File: config.mk
export PLATFORM = sky130hd
export DESIGN_NAME = uart_tx_scheduler
export DESIGN_NICKNAME = d
export VERILOG_FILES = /design/src/rtl/uart_sched_pkg.sv /design/src/rtl/rr_arbiter.sv /design/src/rtl/uart_tx_scheduler.sv
export SDC_FILE = /design/constraint.sdc
export NUM_CORES = 1
export LEC_CHECK = 0
export CAP_MARGIN = 40
export CORE_AREA = 2 2 64 66
export CTS_CLUSTER_SIZE = 30
export DETAILED_ROUTE_END_ITERATION = 6
export DIE_AREA = 0 0 66 68
export HOLD_SLACK_MARGIN = 0.02
export PLACE_DENSITY = 0.76
export SYNTH_ARGS = -nofsm -noshare
export SYNTH_HDL_FRONTEND = slang
export SYNTH_HIERARCHICAL = 1
export SYNTH_SLANG_ARGS = --single-unit
File: constraint.sdc
create_clock -name clk -period 2.5 [get_ports clk]
set_input_delay 0.5 -clock clk [delete_from_list [all_inputs] [get_ports clk]]
set_output_delay 0.5 -clock clk [all_outputs]
set_load 0.02 [all_outputs]
File: src/rtl/uart_sched_pkg.sv
// Shared types and constants for the UART transmit scheduler.
package uart_sched_pkg;

  localparam int DATA_W = 8;

  typedef enum logic [1:0] {
    IDLE   = 2'd0,
    LAUNCH = 2'd1,
    WAIT   = 2'd2,
    GAP    = 2'd3
  } state_t;

endpackage

File: src/rtl/rr_arbiter.sv
// Combinational round-robin pick: first set request bit after last_grant, wrapping around.
module rr_arbiter #(
  parameter int NUM_REQ = 4,
  parameter int IDX_W   = $clog2(NUM_REQ)
) (
  input  logic [NUM_REQ-1:0] req,
  input  logic [IDX_W-1:0]   last_grant,
  output logic               found,
  output logic [IDX_W-1:0]   idx
);

  int               cand;
  logic [IDX_W-1:0] cand_idx;

  always_comb begin
    found    = 1'b0;
    idx      = '0;
    cand     = 0;
    cand_idx = '0;
    // Offsets 1..NUM_REQ visit every requester once, last_grant itself last.
    for (int off = 1; off <= NUM_REQ; off++) begin
      cand     = (int'(last_grant) + off) % NUM_REQ;
      cand_idx = IDX_W'(cand);
      if (!found && req[cand_idx]) begin
        found = 1'b1;
        idx   = cand_idx;
      end
    end
  end

endmodule

File: src/rtl/uart_tx_scheduler.sv
// Round-robin sharing of one UART transmitter among NUM_REQ byte producers.
// Optional WAIT watchdog enabled by defining UART_SCHED_TIMEOUT_EN.
module uart_tx_scheduler
  import uart_sched_pkg::*;
#(
  parameter int NUM_REQ        = 4,
  parameter int GAP_CYCLES     = 2,
  parameter int TIMEOUT_CYCLES = 1023
) (
  input  logic                       clk,
  input  logic                       rst,
  input  logic [NUM_REQ-1:0]         req_valid,
  input  logic [DATA_W*NUM_REQ-1:0]  req_data,
  output logic [NUM_REQ-1:0]         req_ready,
  output logic [DATA_W-1:0]          tx_din,
  output logic                       tx_start,
  output logic                       tx_stop,
  input  logic                       tx_done,
  output logic [$clog2(NUM_REQ)-1:0] grant_id,
  output logic                       busy,
  output logic                       timeout_err
);

  localparam int IDX_W   = $clog2(NUM_REQ);
  localparam int CNT_MAX = (GAP_CYCLES > TIMEOUT_CYCLES) ? GAP_CYCLES : TIMEOUT_CYCLES;
  localparam int CNT_W   = (CNT_MAX < 2) ? 1 : $clog2(CNT_MAX + 1);

  state_t             state, state_nxt;
  logic [CNT_W-1:0]   cnt, cnt_nxt;
  logic [IDX_W-1:0]   last_grant, last_nxt;
  logic [IDX_W-1:0]   gid_nxt;
  logic [DATA_W-1:0]  din_nxt;
  logic [NUM_REQ-1:0] ready_nxt;
  logic               start_nxt;
  logic               busy_nxt;
  logic               arb_found;
  logic [IDX_W-1:0]   arb_idx;
  state_t             done_state;

`ifdef UART_SCHED_TIMEOUT_EN
  logic stop_nxt, err_nxt;
`endif

  rr_arbiter #(
    .NUM_REQ (NUM_REQ),
    .IDX_W   (IDX_W)
  ) u_arb (
    .req        (req_valid),
    .last_grant (last_grant),
    .found      (arb_found),
    .idx        (arb_idx)
  );

  // With no gap the frame end returns straight to arbitration.
  assign done_state = (GAP_CYCLES > 0) ? GAP : IDLE;

  always_comb begin
    state_nxt = state;
    cnt_nxt   = cnt;
    last_nxt  = last_grant;
    gid_nxt   = grant_id;
    din_nxt   = tx_din;
    ready_nxt = '0;
    start_nxt = 1'b0;
`ifdef UART_SCHED_TIMEOUT_EN
    stop_nxt  = 1'b0;
    err_nxt   = timeout_err;
`endif
    case (state)
      IDLE: begin
        if (arb_found) begin
          for (int i = 0; i < NUM_REQ; i++) begin
            if (arb_idx == IDX_W'(i)) begin
              din_nxt      = req_data[DATA_W*i +: DATA_W];
              ready_nxt[i] = 1'b1;
            end
          end
          gid_nxt   = arb_idx;
          last_nxt  = arb_idx;
          start_nxt = 1'b1;
          state_nxt = LAUNCH;
        end
      end
      LAUNCH: begin
        cnt_nxt   = '0;
        state_nxt = WAIT;
      end
      WAIT: begin
        if (tx_done) begin
          cnt_nxt   = '0;
          state_nxt = done_state;
        end
`ifdef UART_SCHED_TIMEOUT_EN
        else if (cnt == CNT_W'(TIMEOUT_CYCLES - 1)) begin
          stop_nxt  = 1'b1;
          err_nxt   = 1'b1;
          cnt_nxt   = '0;
          state_nxt = done_state;
        end else begin
          cnt_nxt = cnt + 1'b1;
        end
`endif
      end
      GAP: begin
        if (cnt == CNT_W'(GAP_CYCLES - 1)) begin
          cnt_nxt   = '0;
          state_nxt = IDLE;
        end else begin
          cnt_nxt = cnt + 1'b1;
        end
      end
      default: state_nxt = IDLE;
    endcase
    busy_nxt = (state_nxt != IDLE);
  end

  always_ff @(posedge clk or negedge rst) begin
    if (!rst) begin
      state      <= IDLE;
      cnt        <= '0;
      last_grant <= IDX_W'(NUM_REQ - 1);
      grant_id   <= '0;
      tx_din     <= '0;
      req_ready  <= '0;
      tx_start   <= 1'b0;
      busy       <= 1'b0;
    end else begin
      state      <= state_nxt;
      cnt        <= cnt_nxt;
      last_grant <= last_nxt;
      grant_id   <= gid_nxt;
      tx_din     <= din_nxt;
      req_ready  <= ready_nxt;
      tx_start   <= start_nxt;
      busy       <= busy_nxt;
    end
  end

`ifdef UART_SCHED_TIMEOUT_EN
  always_ff @(posedge clk or negedge rst) begin
    if (!rst) begin
      tx_stop     <= 1'b0;
      timeout_err <= 1'b0;
    end else begin
      tx_stop     <= stop_nxt;
      timeout_err <= err_nxt;
    end
  end
`else
  assign tx_stop     = 1'b0;
  assign timeout_err = 1'b0;
`endif

endmodule

==> run metrics <==
# nets final 242; Yosys cell types 45; H-tree level count 2; area post-placement 0.00223 sq mm; R2R Path End tx_din[1]; worst min-delay path class reg2reg; antenna fix cells 0; Residual DRC 0; EDFF count, synth 0; post-place setup slack -0.0908 ns; Yosys warning count 6; Die X 66 microns; combinational share of power 46.5%; post-synthesis average cell area 11.6 sq um; crit path capture type register; Die Ht 68 microns; first-pass GRT wire length 6.38 mm; Initial Util 42.5%; Die ar. 0.00449 sq mm; antenna violations before repair 0; I/O Pins 57; status finished clean; origin of the critical flop-to-flop path last_grant[1]; DRT iter0 DRCs 69; fin crit period 2.29 ns; post-CTS resize count 0; global route overflow 0; Synth top cells by count dfrtp_1, nand2_1, nand3_1; largest net degree at the start of global routing 31; CTS tree built; P_int 1.42 mW; Synth area leaders dfrtp_1, mux4_1, mux4_2; worst reg-to-reg path cell count 6; CTS Sinks 30; gpl congestion 0.829; via count 1,363; Cells after Synth 141; Clock Power Share 18.2%; Final Setup Violations 0; worst-path maximum fanout 7; RSZ-0062 raised after global routing no; clk root buf clkbuf_8; first-pass iteration count of the detailed router 4; share of layout cells above drive strength 1 18.3%; final hold vios 0; HP Start grant_id[0]; maximum vdd drop 0.425 mV; Yosys top cell area share 42.8%; Post-Route WL 3.79 mm; Setup Buffers After CTS 0; sequential area share after synthesis 46.0%; CP required 2.66 ns; Switch Pwr 0.753 mW; most common cell in the synthesized netlist dfrtp_1; Final Power 2.17 mW; Global Route Usage Sum 19.1%; synthesized area 0.00164 sq mm; PD cells 936 mW/mm^2; wire per inst 15.0 microns; Leak Pwr 0.971 nW; Setup WS post-layout 0.211 ns; FFs w/ async S/R, synth 100%; Final ANT Viol Nets 0; Fmax 437 MHz; critical path class in2reg; cts hold-fix bufs 0; Max Slew Vio Count 0; # fillers 330; CTS Buf Count 5; HPWL Detailed 2.89 mm; post-route cell area 0.00232 sq mm; WHS Endpoint grant_id[0]; number of port buffers 54; row cnt 23; CP Data Arrival Time 2.45 ns; Area growth, synth to finish 41.9%; Sw Ratio 34.6%; Hold Path Stages 1; final cycle utilization of the critical path 91.6%; reg2reg setup slack 0.35 ns; vias per inst 5.41; Bufs on Longest Clock Path 2; Synth Register Bits 30; Max Clock Skew 0.00243 ns; Main synth FF type dfrtp_1; Core Area 0.00386 sq mm; CP Launch Type input port; share of total power in sequential cells 35.3%; Max Cap Violations 0; vias in the first global route 1,453; Worst-path clk slew 0.06 ns; clock latency on the worst-skew pair 0.27 ns; post-synth top area cell dfrtp_1
cells by family (layout without fill, tap and decap cells):
kind of cell	count (synthesis)	count (layout)	synth area share, %
simple gates	51	51	16.4
flops	30	30	46.0
compound gates	23	23	9.86
mux	19	19	20.3
buf+inv	14	74	5.12
fa+ha+maj	2	2	1.53
other cells	1	2	0.229
xor+xnor	1	1	0.535
worst max-delay path by stage:
stage | slack (ns) | to | start | depth (start not counted)
finish | 0.21 | tx_din[1] | req_valid[2] | 7
global route | 0.12 | tx_din[0] | req_valid[2] | 7
CTS | 0.20 | tx_din[1] | req_valid[2] | 7
detailed placement | -0.09 | tx_din[1] | req_valid[2] | 7
global placement | 0.01 | tx_din[1] | req_valid[2] | 7
floorplan | 0.48 | tx_din[4] | req_valid[2] | 7
state kept, by name (all words and copies together) (netlist names):
| register | cells |
|---|---|
| tx_din | 8 |
| cnt | 10 |
| busy | 1 |
| grant_id | 2 |
| tx_start | 1 |
| req_ready | 4 |
| state | 2 |
| last_grant | 2 |
power by group through the flow:
stage	registers (mW)	logic (mW)	clock network [mW]
after floorplan	0.873	0.528	0
after global placement	0.765	0.982	0
after detailed placement	0.770	1.02	0
after CTS	0.769	1.02	0.404
after global routing	0.792	1.09	0.426
final	0.768	1.01	0.395
layout by cell type, fill, tap and decap left out, types with 2 or more instances in the layout:
| cell type | Yosys | final |
|---|---|---|
| mux2_4 | 4 | 4 |
| buf_4 | 3 | 7 |
| or4_1 | 5 | 5 |
| a22oi_1 | 2 | 2 |
| a21oi_1 | 3 | 3 |
| mux4_2 | 4 | 4 |
| nand2b_1 | 3 | 3 |
| mux4_1 | 4 | 4 |
| ha_1 | 2 | 2 |
| inv_1 | 4 | 4 |
| dfrtp_1 | 28 | 28 |
| nand2_1 | 16 | 16 |
| nor2_1 | 4 | 4 |
| nor2b_1 | 2 | 2 |
| conb_1 | 1 | 2 |
| mux2_2 | 6 | 6 |
| o21ai_0 | 6 | 6 |
| clkbuf_8 | 0 | 6 |
| nor3_1 | 2 | 2 |
| clkdlybuf4s50_1 | 0 | 54 |
| o211ai_1 | 5 | 5 |
| dfstp_2 | 2 | 2 |
| nand3_1 | 9 | 9 |
layer usage:
metal / routed length (microns) / global-route usage, % / up-vias
met2: 2010 / 34.1 / 53
met4: 12 / 7.14 / 0
li1: - / - / 638
met1: 1550 / 22.4 / 670
met5: 0 / 0 / -
met3: 223 / 4.61 / 2
area by class of cell:
| cell class | count | area [sq um] | area share (%) |
|---|---|---|---|
| Inverter | 5 | 18.8 | 0.808 |
| Clock buffer | 7 | 86.3 | 3.72 |
| Sequential cell | 30 | 753 | 32.4 |
| Multi-Input combinational cell | 98 | 805 | 34.6 |
| Timing Repair Buffer | 61 | 593 | 25.5 |
| Clock inverter | 1 | 5.00 | 0.215 |
| Tap cell | 50 | 62.6 | 2.69 |
worst max-delay path: stages:
cell and delay (ns):
clkdlybuf4s50_1 0.45, and2b_1 0.24, a21oi_2 0.04, o221ai_2 0.18, buf_4 0.19, mux4_1 0.56
mux2_2 0.28
metrics by stage:
| stage | utilization, % | TNS [ns] | std cells | hold WS, ns |
|---|---|---|---|---|
| 2_1_floorplan | - | 0 | 142 | 0.204 |
| 3_3_place_gp | 57.9 | 0 | 244 | 0.494 |
| 3_5_place_dp | 57.9 | -0.372 | 244 | 0.503 |
| 4_1_cts | 60.3 | 0 | 252 | 0.525 |
| 5_1_grt | 60.3 | 0 | 252 | 0.546 |
| 6_report | 60.3 | 0 | 252 | 0.520 |
(Power assumes the default switching activity.)
